### src/rtl/matrix_scan_bcm_if.sv
// Pixel request/ack bus between the scan engine (master) and framebuffer_fetch (slave).
interface matrix_scan_bcm_if #(
    parameter int COL_WIDTH   = 6,
    parameter int ROW_WIDTH   = 4,
    parameter int PLANE_WIDTH = 3
);
    logic                   pixel_req;
    logic                   pixel_ack;
    logic [COL_WIDTH-1:0]   column_address;
    logic [ROW_WIDTH-1:0]   row_address;
    logic [PLANE_WIDTH-1:0] bit_plane;
    logic [2:0]             rgb_top;
    logic [2:0]             rgb_bottom;

    modport master (
        output pixel_req, column_address, row_address, bit_plane,
        input  pixel_ack, rgb_top, rgb_bottom
    );

    modport slave (
        input  pixel_req, column_address, row_address, bit_plane,
        output pixel_ack, rgb_top, rgb_bottom
    );
endinterface

### src/rtl/matrix_scan_bcm.sv
// HUB75 scan engine with BCM plane timing; shifting of the next plane overlaps OE of the current one.
// Optional frame stall with frame_sync/frame_go when SCAN_FRAME_SYNC_EN is defined.
module matrix_scan_bcm #(
    parameter int COLUMNS       = 64,
    parameter int COL_WIDTH     = 6,
    parameter int ROW_PAIRS     = 16,
    parameter int ROW_WIDTH     = 4,
    parameter int BIT_DEPTH     = 6,
    parameter int PLANE_WIDTH   = 3,
    parameter int OE_BASE_TICKS = 16,
    parameter int OE_CNT_WIDTH  = 12,
    parameter int BLANK_TICKS   = 2
) (
    input  logic                 clk_in,
    input  logic                 reset,
`ifdef SCAN_FRAME_SYNC_EN
    output logic                 frame_sync,
    input  logic                 frame_go,
`endif
    matrix_scan_bcm_if.master    fetch,
    input  logic [BIT_DEPTH-1:0] plane_enable,
    output logic [2:0]           rgb1,
    output logic [2:0]           rgb2,
    output logic                 clk_pixel,
    output logic                 row_latch,
    output logic                 output_enable,
    output logic [ROW_WIDTH-1:0] row_address_active
);
    localparam logic [1:0] S_REQ = 2'd0, S_CLK_HI = 2'd1, S_CLK_LO = 2'd2, S_DONE = 2'd3;
    localparam logic [2:0] D_BLANK_PRE = 3'd0, D_ROWSET = 3'd1, D_BLANK_POST = 3'd2,
                           D_LATCH = 3'd3, D_SHOW = 3'd4;
    localparam int BLK_W = (BLANK_TICKS > 1) ? $clog2(BLANK_TICKS) : 1;

    logic [1:0]              shift_q, shift_d;
    logic [2:0]              disp_q, disp_d;
    logic [COL_WIDTH-1:0]    col_q, col_d;
    logic [ROW_WIDTH-1:0]    row_q, row_d, row_act_q, row_act_d;
    logic [PLANE_WIDTH-1:0]  plane_q, plane_d;
    logic [OE_CNT_WIDTH-1:0] timer_q, timer_d;
    logic [BLK_W-1:0]        blank_q, blank_d;
    logic [2:0]              rgb1_q, rgb1_d, rgb2_q, rgb2_d;
    logic                    en_q, en_d, armed_q, stall_q, stall_d;
    logic                    req, ack, latching, last_plane, last_row;

    // armed_q keeps pixel_req low until the first edge after reset release
    assign req        = (shift_q == S_REQ) && armed_q && !stall_q;
    assign ack        = req && fetch.pixel_ack;
    assign latching   = (disp_q == D_LATCH);
    assign last_plane = (plane_q == PLANE_WIDTH'(BIT_DEPTH - 1));
    assign last_row   = (row_q == ROW_WIDTH'(ROW_PAIRS - 1));

    always_comb begin
        shift_d = shift_q;
        col_d   = col_q;
        row_d   = row_q;
        plane_d = plane_q;
        rgb1_d  = rgb1_q;
        rgb2_d  = rgb2_q;
        case (shift_q)
            S_REQ: begin
                if (ack) begin
                    rgb1_d  = fetch.rgb_top;
                    rgb2_d  = fetch.rgb_bottom;
                    shift_d = S_CLK_HI;
                end
            end
            S_CLK_HI: shift_d = S_CLK_LO;
            S_CLK_LO: begin
                if (col_q == COL_WIDTH'(COLUMNS - 1)) begin
                    shift_d = S_DONE;
                end else begin
                    col_d   = col_q + 1'b1;
                    shift_d = S_REQ;
                end
            end
            default: begin
                // row/plane just latched is on display; start shifting its successor
                if (latching) begin
                    shift_d = S_REQ;
                    col_d   = '0;
                    if (last_plane) begin
                        plane_d = '0;
                        row_d   = last_row ? '0 : row_q + 1'b1;
                    end else begin
                        plane_d = plane_q + 1'b1;
                    end
                end
            end
        endcase
`ifdef SCAN_FRAME_SYNC_EN
        stall_d = stall_q;
        if (latching && last_plane && last_row)
            stall_d = 1'b1;
        else if (stall_q && frame_go)
            stall_d = 1'b0;
`else
        stall_d = 1'b0;
`endif
    end

    always_comb begin
        disp_d    = disp_q;
        blank_d   = blank_q;
        timer_d   = timer_q;
        en_d      = en_q;
        row_act_d = row_act_q;
        case (disp_q)
            D_BLANK_PRE: begin
                if (blank_q == BLK_W'(BLANK_TICKS - 1)) begin
                    blank_d = '0;
                    disp_d  = D_ROWSET;
                end else begin
                    blank_d = blank_q + 1'b1;
                end
            end
            D_ROWSET: begin
                row_act_d = row_q;
                disp_d    = D_BLANK_POST;
            end
            D_BLANK_POST: begin
                if (blank_q == BLK_W'(BLANK_TICKS - 1)) begin
                    blank_d = '0;
                    disp_d  = D_LATCH;
                end else begin
                    blank_d = blank_q + 1'b1;
                end
            end
            D_LATCH: begin
                timer_d = OE_CNT_WIDTH'(OE_BASE_TICKS) << plane_q;
                en_d    = plane_enable[plane_q];
                disp_d  = D_SHOW;
            end
            default: begin
                // OE stays low after expiry until the next plane is fully shifted
                if (timer_q != '0)
                    timer_d = timer_q - 1'b1;
                else if (shift_q == S_DONE)
                    disp_d = D_BLANK_PRE;
            end
        endcase
    end

    always_ff @(posedge clk_in or negedge reset) begin
        if (!reset) begin
            shift_q   <= S_REQ;
            disp_q    <= D_SHOW;
            col_q     <= '0;
            row_q     <= '0;
            plane_q   <= '0;
            row_act_q <= '0;
            timer_q   <= '0;
            blank_q   <= '0;
            rgb1_q    <= '0;
            rgb2_q    <= '0;
            en_q      <= 1'b0;
            armed_q   <= 1'b0;
            stall_q   <= 1'b0;
        end else begin
            shift_q   <= shift_d;
            disp_q    <= disp_d;
            col_q     <= col_d;
            row_q     <= row_d;
            plane_q   <= plane_d;
            row_act_q <= row_act_d;
            timer_q   <= timer_d;
            blank_q   <= blank_d;
            rgb1_q    <= rgb1_d;
            rgb2_q    <= rgb2_d;
            en_q      <= en_d;
            armed_q   <= 1'b1;
            stall_q   <= stall_d;
        end
    end

    assign fetch.pixel_req      = req;
    assign fetch.column_address = col_q;
    assign fetch.row_address    = row_q;
    assign fetch.bit_plane      = plane_q;
    assign rgb1                 = rgb1_q;
    assign rgb2                 = rgb2_q;
    assign clk_pixel            = (shift_q == S_CLK_HI);
    assign row_latch            = latching;
    assign output_enable        = (disp_q == D_SHOW) && (timer_q != '0) && en_q;
    assign row_address_active   = row_act_q;
`ifdef SCAN_FRAME_SYNC_EN
    assign frame_sync           = latching && last_plane && last_row;
`endif
endmodule

### src/flat_wrapper.sv
// flat-port wrapper written by rule: the top's interface ports become plain ports
module matrix_scan_bcm_flat 
#(
    parameter int COLUMNS       = 64,
    parameter int COL_WIDTH     = 6,
    parameter int ROW_PAIRS     = 16,
    parameter int ROW_WIDTH     = 4,
    parameter int BIT_DEPTH     = 6,
    parameter int PLANE_WIDTH   = 3,
    parameter int OE_BASE_TICKS = 16,
    parameter int OE_CNT_WIDTH  = 12,
    parameter int BLANK_TICKS   = 2
)
  (clk_in, reset, plane_enable, rgb1, rgb2, clk_pixel, row_latch, output_enable, row_address_active, fetch_pixel_req, fetch_column_address, fetch_row_address, fetch_bit_plane, fetch_pixel_ack, fetch_rgb_top, fetch_rgb_bottom);
  matrix_scan_bcm_if #(.COL_WIDTH(COL_WIDTH), .ROW_WIDTH(ROW_WIDTH), .PLANE_WIDTH(PLANE_WIDTH)) fetch_i ();
  input  logic clk_in;
  input  logic reset;
  input  logic [BIT_DEPTH-1:0] plane_enable;
  output logic [2:0] rgb1;
  output logic [2:0] rgb2;
  output logic clk_pixel;
  output logic row_latch;
  output logic output_enable;
  output logic [ROW_WIDTH-1:0] row_address_active;
  output wire logic [$bits(fetch_i.pixel_req)-1:0] fetch_pixel_req;
  output wire logic [$bits(fetch_i.column_address)-1:0] fetch_column_address;
  output wire logic [$bits(fetch_i.row_address)-1:0] fetch_row_address;
  output wire logic [$bits(fetch_i.bit_plane)-1:0] fetch_bit_plane;
  input wire logic [$bits(fetch_i.pixel_ack)-1:0] fetch_pixel_ack;
  input wire logic [$bits(fetch_i.rgb_top)-1:0] fetch_rgb_top;
  input wire logic [$bits(fetch_i.rgb_bottom)-1:0] fetch_rgb_bottom;
  assign fetch_pixel_req = fetch_i.pixel_req;
  assign fetch_column_address = fetch_i.column_address;
  assign fetch_row_address = fetch_i.row_address;
  assign fetch_bit_plane = fetch_i.bit_plane;
  assign fetch_i.pixel_ack = fetch_pixel_ack;
  assign fetch_i.rgb_top = fetch_rgb_top;
  assign fetch_i.rgb_bottom = fetch_rgb_bottom;
  matrix_scan_bcm #(.COLUMNS(COLUMNS), .COL_WIDTH(COL_WIDTH), .ROW_PAIRS(ROW_PAIRS), .ROW_WIDTH(ROW_WIDTH), .BIT_DEPTH(BIT_DEPTH), .PLANE_WIDTH(PLANE_WIDTH), .OE_BASE_TICKS(OE_BASE_TICKS), .OE_CNT_WIDTH(OE_CNT_WIDTH), .BLANK_TICKS(BLANK_TICKS)) u_core (.clk_in(clk_in), .reset(reset), .fetch(fetch_i), .plane_enable(plane_enable), .rgb1(rgb1), .rgb2(rgb2), .clk_pixel(clk_pixel), .row_latch(row_latch), .output_enable(output_enable), .row_address_active(row_address_active));
endmodule
### config.mk
export PLATFORM = sky130hd
export DESIGN_NAME = matrix_scan_bcm_flat
export DESIGN_NICKNAME = d
export VERILOG_FILES = /design/src/rtl/matrix_scan_bcm_if.sv /design/src/rtl/matrix_scan_bcm.sv /design/src/flat_wrapper.sv
export SDC_FILE = /design/constraint.sdc
export NUM_CORES = 1
export LEC_CHECK = 0
export CORE_AREA = 2 2 74 76
export DETAILED_ROUTE_END_ITERATION = 8
export DIE_AREA = 0 0 76 78
export HOLD_SLACK_MARGIN = 0.08
export PLACE_DENSITY = 0.67
export SLEW_MARGIN = 10
export SYNTH_ARGS = -nofsm -noshare
export SYNTH_HDL_FRONTEND = slang
export SYNTH_SLANG_ARGS = --single-unit
export TNS_END_PERCENT = 50
### constraint.sdc
create_clock -name clk_in -period 4.1 [get_ports clk_in]
set_input_delay 1.23 -clock clk_in [delete_from_list [all_inputs] [get_ports clk_in]]
set_output_delay 1.23 -clock clk_in [all_outputs]
set_load 0.01 [all_outputs]
# Yosys cells after proc, flatten, opt, wreduce, memory -nomap -nowiden
# Index checks and enable logic that the tools add are counted.
# totals
mem_bits_ro	0
mem_count	0
latch_bits	0
elab_cells	78
ram_bits	0
register_bits	43
# classes
reduce_logical	22
n_mul	0
n_addsub	5
shifts	1
n_bitwise	3
muxes	19
n_eq_ne	15
order_cmp	1
div	0
# ops
op	count
$pmux 12 s2	1
$mux 3	5
$mux 12	1
$mux 6	2
$pmux 3 s4	1
$pmux 6 s2	1
$reduce_bool 12->1	1
$shl 5x3->12 const A	1
$sub 12x1->12 const B	1
$reduce_and 2->1	4
$add 6x1->6 const B	1
$eq 3x2->1 const B	2
$eq 3x3->1 const B	2
$eq 6x6->1 const B	1
$mux 2	3
$ne 2x1->1 const B	3
$pmux 2 s3	1
$reduce_and 3->1	2
$reduce_or 3->1	2
$ne 5x5->1 const B	1
$reduce_bool 5->1	1
$add 4x1->4 const B	1
$eq 2x2->1 const B	2
$eq 4x4->1 const B	1
17 further kinds	25

# Depth between registers and ports, before layout
# depth
word_depth	5
depth_mapped	8
depth_no_buf	7

# Worst setup path after synthesis
# Ideal clock, no wire load.
# synth_timing
path_type	register -> output
startpoint	register u_core.timer_q[0]
endpoint	output output_enable
arrival_time_ns	1.721
required_time_ns	2.870
path_stages_with_launch	6
path_slack_ns	1.149
cell_sequence	dfrtp_1 -> inv_1 -> ha_1 -> or4b_4 -> o41ai_4 -> nor4b_1
# synth_between
elab_chain_cells	3
# synth_lines
item	line	source
start, declared	matrix_scan_bcm.sv:39	logic [OE_CNT_WIDTH-1:0] timer_q, timer_d;
start signal, assigned	matrix_scan_bcm.sv:165	timer_q <= timer_d;
$reduce_bool 12->1	matrix_scan_bcm.sv:183	assign output_enable = (disp_q == D_SHOW) && (timer_q != '0) && en_q;
$logic_and 1x1->1 (2 in a row)	matrix_scan_bcm.sv:183	
end, declared	flat_wrapper.sv:23	output logic output_enable;
# Every way passes these cells.

# Worst setup path after layout
# Ends and elaborated chain as after synthesis.

==> results_dict.tcl <==
set metrics [dict create \
    synthTopCellsByArea "dfrtp_1, mux2_2, ha_1" \
    endpoint_kind "output port" \
    max_clock_freq_ghz 0.276 \
    ctsResizeCount 0 \
    cts.sinks 43 \
    dieArea_sq_um 5930 \
    clk_pin_slew_ns 0.08 \
    n_antenna_cell 0 \
    clkLatencyLatePin_ns 0.29 \
    crit_path_start_kind "register" \
    h-tree-depth 2 \
    antenna_found_initial 0 \
    grt_setup_unrepaired "no" \
    cts_buffers 5 \
    postCtsSetupBuffers 0 \
    io_pins 42 \
    clock_skew_ns 0.00405 \
    timing.final.ws_setup_ns 0.481 \
    crit_type "reg2out" \
    grt_pass1_vias 1685 \
    hold_buffers 0 \
    drcViolationCount 0 \
    syn_area_per_cell_sq_um 10.2 \
    setup_viol 0 \
    area_growth_pct 25.0 \
    worstPathArrival_ns 2.39 \
    yosys.area.top_type_share_pct 46.5 \
    peakVddDrop_uv 353 \
    ys_seq_area_share_pct 47.6 \
    fillCellCount 470 \
    p_leak_uw 0.00123 \
    status "finished clean" \
    routed_wl_mm 4.60 \
    synth-edff-count 0 \
    gp_congestion 0.794 \
    core_sq_um 5040 \
    grt_max_degree 44 \
    synth-main-ff-cell "dfrtp_1" \
    synth_top_cell_by_area "dfrtp_1" \
    num_rows 26 \
    drtIter0Drc 84 \
    hold_path.class "reg2reg" \
    overflow 0 \
    syn_area_sq_um 2260 \
    initial_core_util_pct 44.9 \
    slew_viol_final 0 \
    synth.distinct_cells 45 \
    final_core_util_pct 56.1 \
    track_usage_pct 16.4 \
    post-place-cells 325 \
    vias 1773 \
    drt-pass1-iter-count 4 \
    period_share_pct 88.3 \
    layout_commonest_cell "dfrtp_1" \
    hold_violations 0 \
    drv_cap 0 \
    synth_nets 246 \
    layout-drive-gt1-share_pct 11.8 \
    cts_tree "built" \
    clk_path_buf_depth 2 \
    place_hpwl_mm 3.25 \
    path_max_fanout 4 \
    ys_warn_count 0 \
    crit_required_ns 2.87 \
    p_per_area_nw_per_um2 617 \
    grt_pass1_wl_mm 7.79 \
    postRouteAntennaNets 0 \
    die_y_microns 78 \
    period_minus_slack_ns 3.62 \
    setup_tns_ns 0 \
    cts_root_buf "clkbuf_8" \
    drt-wirelength-per-cell_microns 13.8 \
    synthArstFlopShare_pct 100 \
    worstMarginPinSlew_ns 0.977 \
    syn_inst 221 \
    nNetsFinal 287 \
    layout.cells.non_filler 333 \
    place_ws_ns 0.812 \
    post_drt_via_cell_ratio 5.32 \
    final_cell_mix "dfrtp_1, clkdlybuf4s50_1, nand2_1" \
    slew_headroom_pct 34.9 \
    portBuffers 41 \
    dieWidth_microns 76 \
    ys_ff_latch 43 \
]
## kinds of logic after synthesis
kind of cell / share of synthesized area (%)
AO/OA/AOI/OAI: 12.5
XOR/XNOR: 3.10
adder cells (fa/ha/maj): 5.53
buffers and inverters: 3.04
flip-flops: 47.6
multiplexers: 10.1
other: 0.166
AND/OR/NAND/NOR: 17.9
## per-layer routing
layer	share of wire, %	track usage (%)
met4	1.1	5.27
met5	0	0
met2	46	25.6
met3	4.7	4.65
met1	48	22.3
## synthesized netlist by cell type, types with 6 or more instances
| cell | n |
|---|---|
| nor3_1 | 7 |
| dfrtp_1 | 42 |
| mux2_2 | 13 |
| ha_1 | 10 |
| inv_1 | 8 |
| o21ai_0 | 15 |
| nand3_1 | 13 |
| nor2_1 | 15 |
| xnor2_1 | 7 |
| mux2i_1 | 6 |
| a21oi_1 | 7 |
| nand2_1 | 20 |
| clkbuf_1 | 9 |
## final cells by class
| class | count | area [sq um] | area share [%] |
|---|---|---|---|
| inverter | 8 | 30.0 | 1.06 |
| sequential | 43 | 1080 | 38.1 |
| clock inverter | 3 | 20.0 | 0.708 |
| clock buffer | 5 | 68.8 | 2.43 |
| timing repair buffer | 44 | 428 | 15.1 |
| tap | 70 | 87.6 | 3.10 |
| multi-input combinational | 160 | 1120 | 39.5 |
## sequential cells by signal, indices dropped and copies added (netlist names)
| name | flops |
|---|---|
| u_core.en_q | 1 |
| u_core.row_address_active | 4 |
| u_core.shift_q | 2 |
| u_core.rgb1 | 3 |
| u_core.armed_q | 1 |
| u_core.timer_q | 12 |
| u_core.fetch.bit_plane | 3 |
| u_core.blank_q | 1 |
| u_core.rgb2 | 3 |
| u_core.fetch.row_address | 4 |
| u_core.disp_q | 3 |
| u_core.fetch.column_address | 6 |
## worst max-delay path, stage by stage, from the launching register on
cell	delay, ns
dfrtp_1	0.41
inv_1	0.08
ha_1	0.16
or4b_4	0.49
o41ai_4	0.37
nor4b_1	0.10
clkdlybuf4s50_1	0.49
## metrics by stage
stage / hold slack, ns / power [uW] / instance area, sq um
detailed placement: 0.462 / 1480 / 2740
finish: 0.471 / 1750 / 2830
CTS: 0.477 / 1760 / 2830
global route: 0.522 / 1890 / 2830
floorplan: 0.442 / 1210 / 2260
global placement: 0.455 / 1470 / 2740
## path summary, 6_finish.rpt
check	from	to	slack [ns]	depth (start not counted)
hold / removal	u_core.blank_q	u_core.blank_q	0.47	1
setup reg to reg	u_core.timer_q[0]	u_core.timer_q[6]	1.95	8
min in group asynchronous	reset	u_core.fetch.bit_plane[2]	1.09	1
max in group asynchronous	reset	u_core.disp_q[0]	2.40	1
setup / recovery	u_core.timer_q[0]	output_enable	0.48	6
hold reg to reg	u_core.blank_q	u_core.blank_q	0.47	1
## power by group
part           internal [uW]  switching, uW
Sequential               568            166
Combinational            381            360
Clock                    119            151
Total                   1070            678
Note: power is estimated with default switching activity, not from simulation.
